File: src/rtl/if_prefetch_queue.sv
// Decoupled instruction prefetch queue feeding the IF/ID register.
// Tracks in-flight fetches so responses made stale by a redirect are dropped.
module if_prefetch_queue #(
    parameter int unsigned DEPTH    = 4,
    parameter logic [31:0] RESET_PC = 32'h0000_0000
) (
    input  logic        clk,
    input  logic        rst,
    output logic        imem_req_valid,
    input  logic        imem_req_ready,
    output logic [31:0] imem_req_addr,
    input  logic        imem_rsp_valid,
    input  logic [31:0] imem_rsp_data,
    input  logic        redirect_valid,
    input  logic [31:0] redirect_pc,
    output logic        deq_valid,
    input  logic        deq_ready,
    output logic [31:0] deq_inst,
    output logic [31:0] deq_pc,
    output logic [31:0] deq_pc_plus4,
    output logic        misaligned_pc
);
    localparam int unsigned CW  = $clog2(DEPTH + 1);
    localparam int unsigned CW1 = CW + 1;
    localparam int unsigned PW  = $clog2(DEPTH);
    localparam logic [CW:0] LIMIT = CW1'(DEPTH);

    localparam logic [0:0] ST_FETCH = 1'b0;
    localparam logic [0:0] ST_HALT  = 1'b1;

    logic [0:0]    state;
    logic [31:0]   fetch_pc;
    logic [31:0]   exp_pc;
    logic [CW-1:0] count;
    logic [CW-1:0] outstanding;
    logic [CW-1:0] drop;
    logic [CW-1:0] out_nxt;
    logic [PW-1:0] rd_ptr;
    logic [PW-1:0] wr_ptr;
    logic [CW:0]   credit;
    logic          req_fire;
    logic          push;
    logic          pop;
    logic          head_valid;

    logic [31:0] q_inst [DEPTH];
    logic [31:0] q_pc   [DEPTH];
    logic [31:0] q_pc4  [DEPTH];

    // Credits cover both buffered and in-flight words, so a push always has room.
    assign credit = {1'b0, count} + {1'b0, outstanding};

    assign imem_req_valid = !rst && (state == ST_FETCH)
                            && !redirect_valid && (credit < LIMIT);
    assign imem_req_addr  = fetch_pc;
    assign misaligned_pc  = (state == ST_HALT);

    assign req_fire = imem_req_valid && imem_req_ready;
    assign push     = imem_rsp_valid && (drop == '0) && !redirect_valid;
    assign out_nxt  = outstanding + CW'(req_fire) - CW'(imem_rsp_valid);

    assign head_valid   = (count != '0);
    assign deq_valid    = head_valid && !redirect_valid;
    assign pop          = deq_valid && deq_ready;
    assign deq_inst     = deq_valid ? q_inst[rd_ptr] : 32'h0;
    assign deq_pc       = deq_valid ? q_pc[rd_ptr]   : 32'h0;
    assign deq_pc_plus4 = deq_valid ? q_pc4[rd_ptr]  : 32'h0;

    always_ff @(posedge clk or posedge rst) begin
        if (rst) begin
            state       <= ST_FETCH;
            fetch_pc    <= RESET_PC;
            exp_pc      <= RESET_PC;
            count       <= '0;
            outstanding <= '0;
            drop        <= '0;
            rd_ptr      <= '0;
            wr_ptr      <= '0;
        end else begin
            outstanding <= out_nxt;
            if (redirect_valid) begin
                // Everything still in flight belongs to the old path.
                drop     <= out_nxt;
                count    <= '0;
                rd_ptr   <= '0;
                wr_ptr   <= '0;
                fetch_pc <= redirect_pc;
                exp_pc   <= redirect_pc;
                if (redirect_pc[1:0] != 2'b00) begin
                    state <= ST_HALT;
                end else begin
                    state <= ST_FETCH;
                end
            end else begin
                if (req_fire) begin
                    fetch_pc <= fetch_pc + 32'd4;
                end
                if (imem_rsp_valid && (drop != '0)) begin
                    drop <= drop - CW'(1);
                end
                if (push) begin
                    exp_pc <= exp_pc + 32'd4;
                    wr_ptr <= wr_ptr + PW'(1);
                end
                if (pop) begin
                    rd_ptr <= rd_ptr + PW'(1);
                end
                count <= count + CW'(push) - CW'(pop);
            end
        end
    end

    always_ff @(posedge clk) begin
        if (push) begin
            q_inst[wr_ptr] <= imem_rsp_data;
            q_pc[wr_ptr]   <= exp_pc;
            q_pc4[wr_ptr]  <= exp_pc + 32'd4;
        end
    end

    credit_bound: assert property (@(posedge clk) disable iff (rst) credit <= LIMIT);

endmodule

File: config.mk
export PLATFORM = sky130hd
export DESIGN_NAME = if_prefetch_queue
export DESIGN_NICKNAME = d
export VERILOG_FILES = /design/src/rtl/if_prefetch_queue.sv
export SDC_FILE = /design/constraint.sdc
export NUM_CORES = 1
export LEC_CHECK = 0
export ABC_AREA = 1
export BUFFER_PORTS_ARGS = -buffer_cell sky130_fd_sc_hd__buf_2
export CELL_PAD_IN_SITES_DETAIL_PLACEMENT = 0
export CELL_PAD_IN_SITES_GLOBAL_PLACEMENT = 1
export CORE_MARGIN = 4
export CORE_UTILIZATION = 42
export CTS_BUF_LIST = sky130_fd_sc_hd__clkbuf_16
export DETAILED_ROUTE_END_ITERATION = 10
export PLACE_DENSITY_LB_ADDON = 0.08
export SLEW_MARGIN = 5
export SYNTH_ARGS = -nofsm -noshare
export SYNTH_HDL_FRONTEND = slang
export SYNTH_SLANG_ARGS = --single-unit
export TNS_END_PERCENT = 100
File: constraint.sdc
create_clock -name clk -period 5.3 [get_ports clk]
set_input_delay 1.06 -clock clk [delete_from_list [all_inputs] [get_ports clk]]
set_output_delay 1.06 -clock clk [all_outputs]
set_load 0.05 [all_outputs]
==> summary.md, run 1 <==
| Metric | Value |
|---|---|
| RSZ-0062 raised after global routing | no |
| Clock buffer depth | 3 |
| CP endpoint kind | output pin |
| Die span in y | 226 um |
| First-pass GRT wire length | 83.3 mm |
| Critical path class | flop to output pin |
| Synth Register Bits | 454 |
| FFs w/ async S/R, synth | 17.2% |
| Post-CTS Resized | 0 |
| Cell Rows | 79 |
| Pre-CTS WS | 1160 ps |
| Static leakage | 8.99 nW |
| Placed cell count | 2670 |
| Initial antenna violation count | 0 |
| Placed cell areas | 21500 um^2 |
| DR DRC count | 0 |
| Core ar. | 46700 um^2 |
| Clock skew | 28.6 ps |
| CP required | 4240 ps |
| Worst min-delay path class | flop to flop |
| Peak supply drop | 0.000244 V |
| Ant diodes | 0 |
| Cell count after synthesis | 1932 |
| Final net count | 2200 |
| Commonest non-fill, non-tap cells in the layout | nor2_1 (477), edfxtp_1 (376), nand2_1 (300), buf_2 (200), o21ai_0 (196) |
| CP startpoint kind | flop |
| Syn avg cell area | 10.3 um^2 |
| Post-Syn Nets | 2018 |
| Min Tclk post-route | 4310 ps |
| Largest net degree at the start of global routing | 147 |
| Io pins | 201 |
| CTS tree | done |
| Crit Path Max Fanout | 55 |
| Final setup viols | 0 |
| Critical path arrival | 3250 ps |
| Post-synthesis sequential area ratio | 66.6% |
| Clock Pin Slew Worst Setup and Hold Paths | 60 ps |
| Per-cell routed wire length | 19.8 um |
| Setup ws final | 992 ps |
| DR vias | 14100 |
| IO buf count | 200 |
| Number of global-route vias before repair | 13800 |
| DRT Pass-1 Iters | 4 |
| Fillcell total | 4362 |
| Routed Antenna Nets | 0 |
| Cell area after layout | 23000 um^2 |
| Status | finished clean |
| Hold Vio Cnt, Final | 0 |
| Finished Core Util | 49.3% |
| Predominant post-synthesis flop cell | edfxtp_1 |
| Starting Density | 42.6% |
| Die width | 226 um |
| Yosys warnings | 0 |
| Die area | 50900 um^2 |
| Root Driver | clkbuf_16 |
| Num CTS Buffers | 49 |
| Share of cells above drive strength 1 | 14.9% |
| Hold WS | 474 ps |
| R2R cell count | 8 |
| Area growth syn-to-layout | 15.7% |
| Grt ovf | 0 |
| Total clock sinks | 454 |
| Post-Route WL | 54.7 mm |
| Maxcap violations | 0 |
| Post-synthesis cell area | 19900 um^2 |
| Finished Layout Cells | 2757 |
| Placer congestion estimate | 0.868 |
| Yosys cell types | 36 |
| Max-slew violations | 0 |
| Cell depth of the worst min-delay path | 2 |
| Tcrit/Tclk final | 81.3% |
| Slew @ Worst Pin | 953 ps |
| DRT iter0 DRCs | 1059 |
| # H-tree levels | 2 |
| Rel. slew slack | 36.5% |
| Peak Freq | 232 MHz |
| Post-synth EDFFs | 376 |
| Post-CTS setup repair buffer count | 0 |
| Most common cell after layout, fill and taps aside | nor2_1 |
| Number of vias per cell | 5.12 |
| All-layer global routing usage | 21.4% |
| Hold-fix buffers, CTS | 0 |
| Post-detail-place hpwl | 34.9 mm |
| Power Density | 475 nW/um^2 |
| Clock Latency Late Sink | 590 ps |
[per-layer routing]
layer	up-vias	routed length (um)	global-route usage [%]
li1	6889	-	-
met2	369	25800	34.8
met1	6787	24300	29.7
met5	-	0	0
met3	79	2960	3.76
met4	0	1620	6.56
[worst paths after layout]
kind / end / slack (ps) / from
setup / recovery: deq_pc_plus4[18] / 990 / rd_ptr[1]
hold / removal: imem_req_addr[0] / 470 / imem_req_addr[0]
setup reg to reg: q_pc[1][22] / 2170 / drop[0]
hold reg to reg: imem_req_addr[0] / 470 / imem_req_addr[0]
max in group asynchronous: imem_req_addr[30] / 3670 / rst
min in group asynchronous: drop[0] / 530 / rst
[cells by family (layout without fill, tap and decap cells)]
group                      after synthesis  after routing  share of synthesized area [%]
and+or+nand+nor                        896            896                           18.1
DFF                                    454            454                           66.6
AOI/OAI and AO/OA                      345            345                           9.00
buffers and inverters                  196            414                           4.09
xor gates and xnor gates                25             25                           1.10
adders and majority gates               16             16                           1.08
[sequential cells by signal (all words and copies together) (netlist names)]
name / flops
q_pc: 128
rd_ptr: 2
count: 3
q_pc4: 120
q_inst: 128
wr_ptr: 2
misaligned_pc: 1
exp_pc: 32
imem_req_addr: 32
drop: 3
outstanding: 3
[synth_stat cells (6+ instances only)]
| cell type | number | area (um^2) |
|---|---|---|
| nor2_2 | 10 | 62.6 |
| inv_1 | 98 | 368 |
| o22ai_1 | 6 | 37.5 |
| nand3_1 | 75 | 375 |
| ha_1 | 14 | 175 |
| nand2_1 | 301 | 1130 |
| edfxtp_1 | 376 | 11300 |
| xor2_1 | 16 | 140 |
| clkbuf_1 | 41 | 154 |
| buf_2 | 29 | 145 |
| o211ai_1 | 10 | 75.1 |
| dfrtp_1 | 78 | 1950 |
| o21ai_1 | 15 | 75.1 |
| xnor2_1 | 9 | 78.8 |
| inv_2 | 6 | 22.5 |
| nand4_1 | 7 | 43.8 |
| o21ai_0 | 196 | 981 |
| nor2_1 | 481 | 1810 |
| a21oi_1 | 107 | 536 |
| buf_1 | 13 | 48.8 |
[final cells by class]
cell class	instances	area (um^2)	share of cell area, %
Clock buffer	51	1280	5.55
Clock inverter	36	194	0.844
Inverter	105	399	1.74
Multi-Input combinational cell	1282	5850	25.5
Sequential cell	454	13300	57.6
Tap cell	607	759	3.30
Timing Repair Buffer	222	1250	5.45
[power by group]
part           internal, mW  switching [mW]
clock network          1.78            1.36
logic                 0.752            2.53
registers              4.19           0.299
[critical path, stage by stage, from the launching register on]
cell      delay (ps)
dfrtp_4          650
clkinv_2         260
buf_4            670
buf_4            480
nor2_1            90
o21ai_0          130
a21oi_1          110
buf_2            230
[through the flow]
step	power [mW]	setup TNS, ps
5_1_grt	11.5	0
3_5_place_dp	7.88	0
3_3_place_gp	7.87	0
6_report	10.9	0
4_1_cts	11.0	0
2_1_floorplan	6.88	-300260
Power figures use the tool's default switching activity.
==> run 2, diff against run 1 <==
--- a/config.mk
+++ b/config.mk
@@ -10,7 +10,7 @@
 export CELL_PAD_IN_SITES_DETAIL_PLACEMENT = 0
 export CELL_PAD_IN_SITES_GLOBAL_PLACEMENT = 1
 export CORE_MARGIN = 4
-export CORE_UTILIZATION = 42
+export CORE_UTILIZATION = 47
 export CTS_BUF_LIST = sky130_fd_sc_hd__clkbuf_16
 export DETAILED_ROUTE_END_ITERATION = 10
 export PLACE_DENSITY_LB_ADDON = 0.08
==> constraint.sdc (replaced) <==
create_clock -name clk -period 4.4 [get_ports clk]
set_input_delay 0.88 -clock clk [delete_from_list [all_inputs] [get_ports clk]]
set_output_delay 0.88 -clock clk [all_outputs]
set_load 0.05 [all_outputs]
==> summary.md, run 2 (synthesis results as in run 1) <==
| Metric | Value |
|---|---|
| Core ar. | 41900 um^2 (-10%) |
| Delay-heaviest family, CP | flip-flops |
| CTS tree | done |
| Multi-input combinational cell area | 5850 um^2 (unchanged) |
| Top Registers | q_inst: 128 flops, q_pc: 128 flops, q_pc4: 120 flops |
| Number of global-route vias before repair | 13800 (-0.14%) |
| Status | finished clean |
| First-pass GRT wire length | 80.4 mm (-3.5%) |
| Io pins | 201 (unchanged) |
| Critical path class | flop to output pin |
| Rel. slew slack | 40.1% (+3.6 points) |
| Cell Rows | 75 (-5.1%) |
| DRT met1 WL | 23.9 mm (-1.6%) |
| Per-cell routed wire length | 19.8 um (-0.26%) |
| Critical path arrival | 2790 ps (-460 ps) |
| Clock Pin Slew Worst Setup and Hold Paths | 60 ps (about the same) |
| DR vias | 14300 (+1.2%) |
| CP max-delay cell | dfrtp_4 |
| Largest net degree at the start of global routing | 108 (-27%) |
| Metal3 WL | 3.01 mm (+1.9%) |
| Number of vias per cell | 5.31 (+3.6%) |
| P_sw | 5.01 mW (+19%) |
| Buf+Inv Stages, Crit Path | 3 (-1) |
| Final net count | 2203 (+0.14%) |
| Worst min-delay path class | input pin to async pin |
| Most common cell after layout, fill and taps aside | nor2_1 |
| Grt ovf | 0 (unchanged) |
| Die width | 214 um (-5.3%) |
| CP startpoint kind | flop |
| Crit-path cells | clkinv_2, buf_12, nor2_1, o21ai_0, a21oi_1, buf_2 |
| All-layer global routing usage | 23.0% (+1.6 points) |
| Share of cells above drive strength 1 | 15.0% (+0.072 points) |
| Placed cell areas | 21500 um^2 (about the same) |
| Cell area after layout | 22900 um^2 (-0.17%) |
| IO buf count | 200 (unchanged) |
| Placer congestion estimate | 0.891 (+2.6%) |
| Top sig layer | met4 |
| Commonest non-fill, non-tap cells in the layout | nor2_1 (477), edfxtp_1 (376), nand2_1 (300), buf_2 (200), o21ai_0 (196) |
| Min Tclk post-route | 3670 ps |
| Fillcell total | 3684 (-16%) |
| Post-CTS Resized | 0 (unchanged) |
| Setup ws final | 733 ps (-259 ps) |
| DRT Pass-1 Iters | 6 (+2) |
| Peak supply drop | 0.000307 V (+26%) |
| Starting Density | 47.5% (+4.9 points) |
| Finished Layout Cells | 2693 (-2.3%) |
| Peak Freq | 273 MHz |
| Final setup viols | 0 (unchanged) |
| Finished Core Util | 54.8% (+5.6 points) |
| Max incr delay on CP | 850 ps (+180 ps) |
| RSZ-0062 raised after global routing | no |
| CP required | 3520 ps (-720 ps) |
| Post-CTS setup repair buffer count | 0 (unchanged) |
| Switching part of the total power | 38.2% (-0.25 points) |
| Die area | 45600 um^2 (-10%) |
| Metal2 WL | 25.2 mm (-2.1%) |
| Post-detail-place hpwl | 33.8 mm (-3.1%) |
| Root Driver | clkbuf_16 |
| Clock buffer depth | 3 (unchanged) |
| Post-Route WL | 53.3 mm (-2.6%) |
| DRT iter0 DRCs | 1171 (+11%) |
| Power Density | 572 nW/um^2 (+20%) |
| # H-tree levels | 2 (unchanged) |
| Max-slew violations | 0 (unchanged) |
| Clock Latency Late Sink | 580 ps (about the same) |
| Tot Pwr | 13.1 mW (+20%) |
| Int Pwr | 8.11 mW (+21%) |
| Flop pwr share | 40.9% (-0.2 points) |
| Logic gate share of total power | 30.7% (+0.6 points) |
| Routed Antenna Nets | 0 (unchanged) |
| Hold-fix buffers, CTS | 0 (unchanged) |
| Tcrit/Tclk final | 83.3% |
| Maxcap violations | 0 (unchanged) |
| Pre-CTS WS | 1150 ps (-5.08 ps) |
| DR DRC count | 0 (unchanged) |
| Hold Vio Cnt, Final | 0 (unchanged) |
| Static leakage | 9.04 nW (+0.51%) |
| Crit Path Max Fanout | 66 (+20%) |
| Clock power share | 28.5% (-0.2 points) |
| Placed cell count | 2606 (-2.4%) |
| Total clock sinks | 454 (unchanged) |
| CP endpoint kind | output pin |
| Slew @ Worst Pin | 899 ps (-53.5 ps) |
| Area growth syn-to-layout | 15.5% |
| FF+latch area | 13300 um^2 (unchanged) |
| Die span in y | 214 um (-5.3%) |
| Initial antenna violation count | 0 (unchanged) |
| Num CTS Buffers | 48 (-2.0%) |
| Clock skew | 16.5 ps (-12.1 ps) |
## run 2: power groups by stage
stage | Clock, mW | Sequential, mW | Combinational (mW)
2_1_floorplan | 0 | 5.47 | 2.82
3_3_place_gp | 0 | 5.44 | 4.02
3_5_place_dp | 0 | 5.45 | 4.05
4_1_cts | 3.82 | 5.36 | 4.06
5_1_grt | 3.99 | 5.40 | 4.40
6_report | 3.73 | 5.36 | 4.02
## run 2: path summary, 6_finish.rpt
check                      slack [ps]          endpoint  depth (start not counted)              from
setup / recovery                  730  deq_pc_plus4[24]                          6         rd_ptr[1]
hold / removal                    460         rd_ptr[1]                          2               rst
setup reg to reg                 1700          count[2]                         12           drop[0]
hold reg to reg                   480  imem_req_addr[0]                          2  imem_req_addr[0]
max in group asynchronous        2940        exp_pc[31]                          3               rst
min in group clk                  480  imem_req_addr[0]                          2  imem_req_addr[0]
## run 2: per-layer routing
metal	vias up	global-route usage (%)
met2	403	37.5
met1	6909	32.9
met5	-	0
met4	0	5.43
met3	73	3.92
li1	6914	-
## run 2: stage by stage
stage,setup TNS [ps],hold WS (ps)
floorplan,-570980,476
global placement,0,456
detailed placement,0,464
CTS,0,481
global route,0,495
finish,0,458
## run 2: layout make-up
cell class,instances,share of cell area [%]
antenna,1,0.0109
timing repair buffer,226,5.76
multi-input combinational,1282,25.5
clock buffer,49,5.34
clock inverter,37,0.954
sequential,454,57.7
tap,539,2.94
inverter,105,1.74
## run 2: worst reg2reg max path: cells and delay by family, from the launching register on
kind	cells	cell delay [ps]
fa+ha+maj	4	1110
buf+inv	4	580
flops	1	380
simple gates	2	280
compound gates	2	220
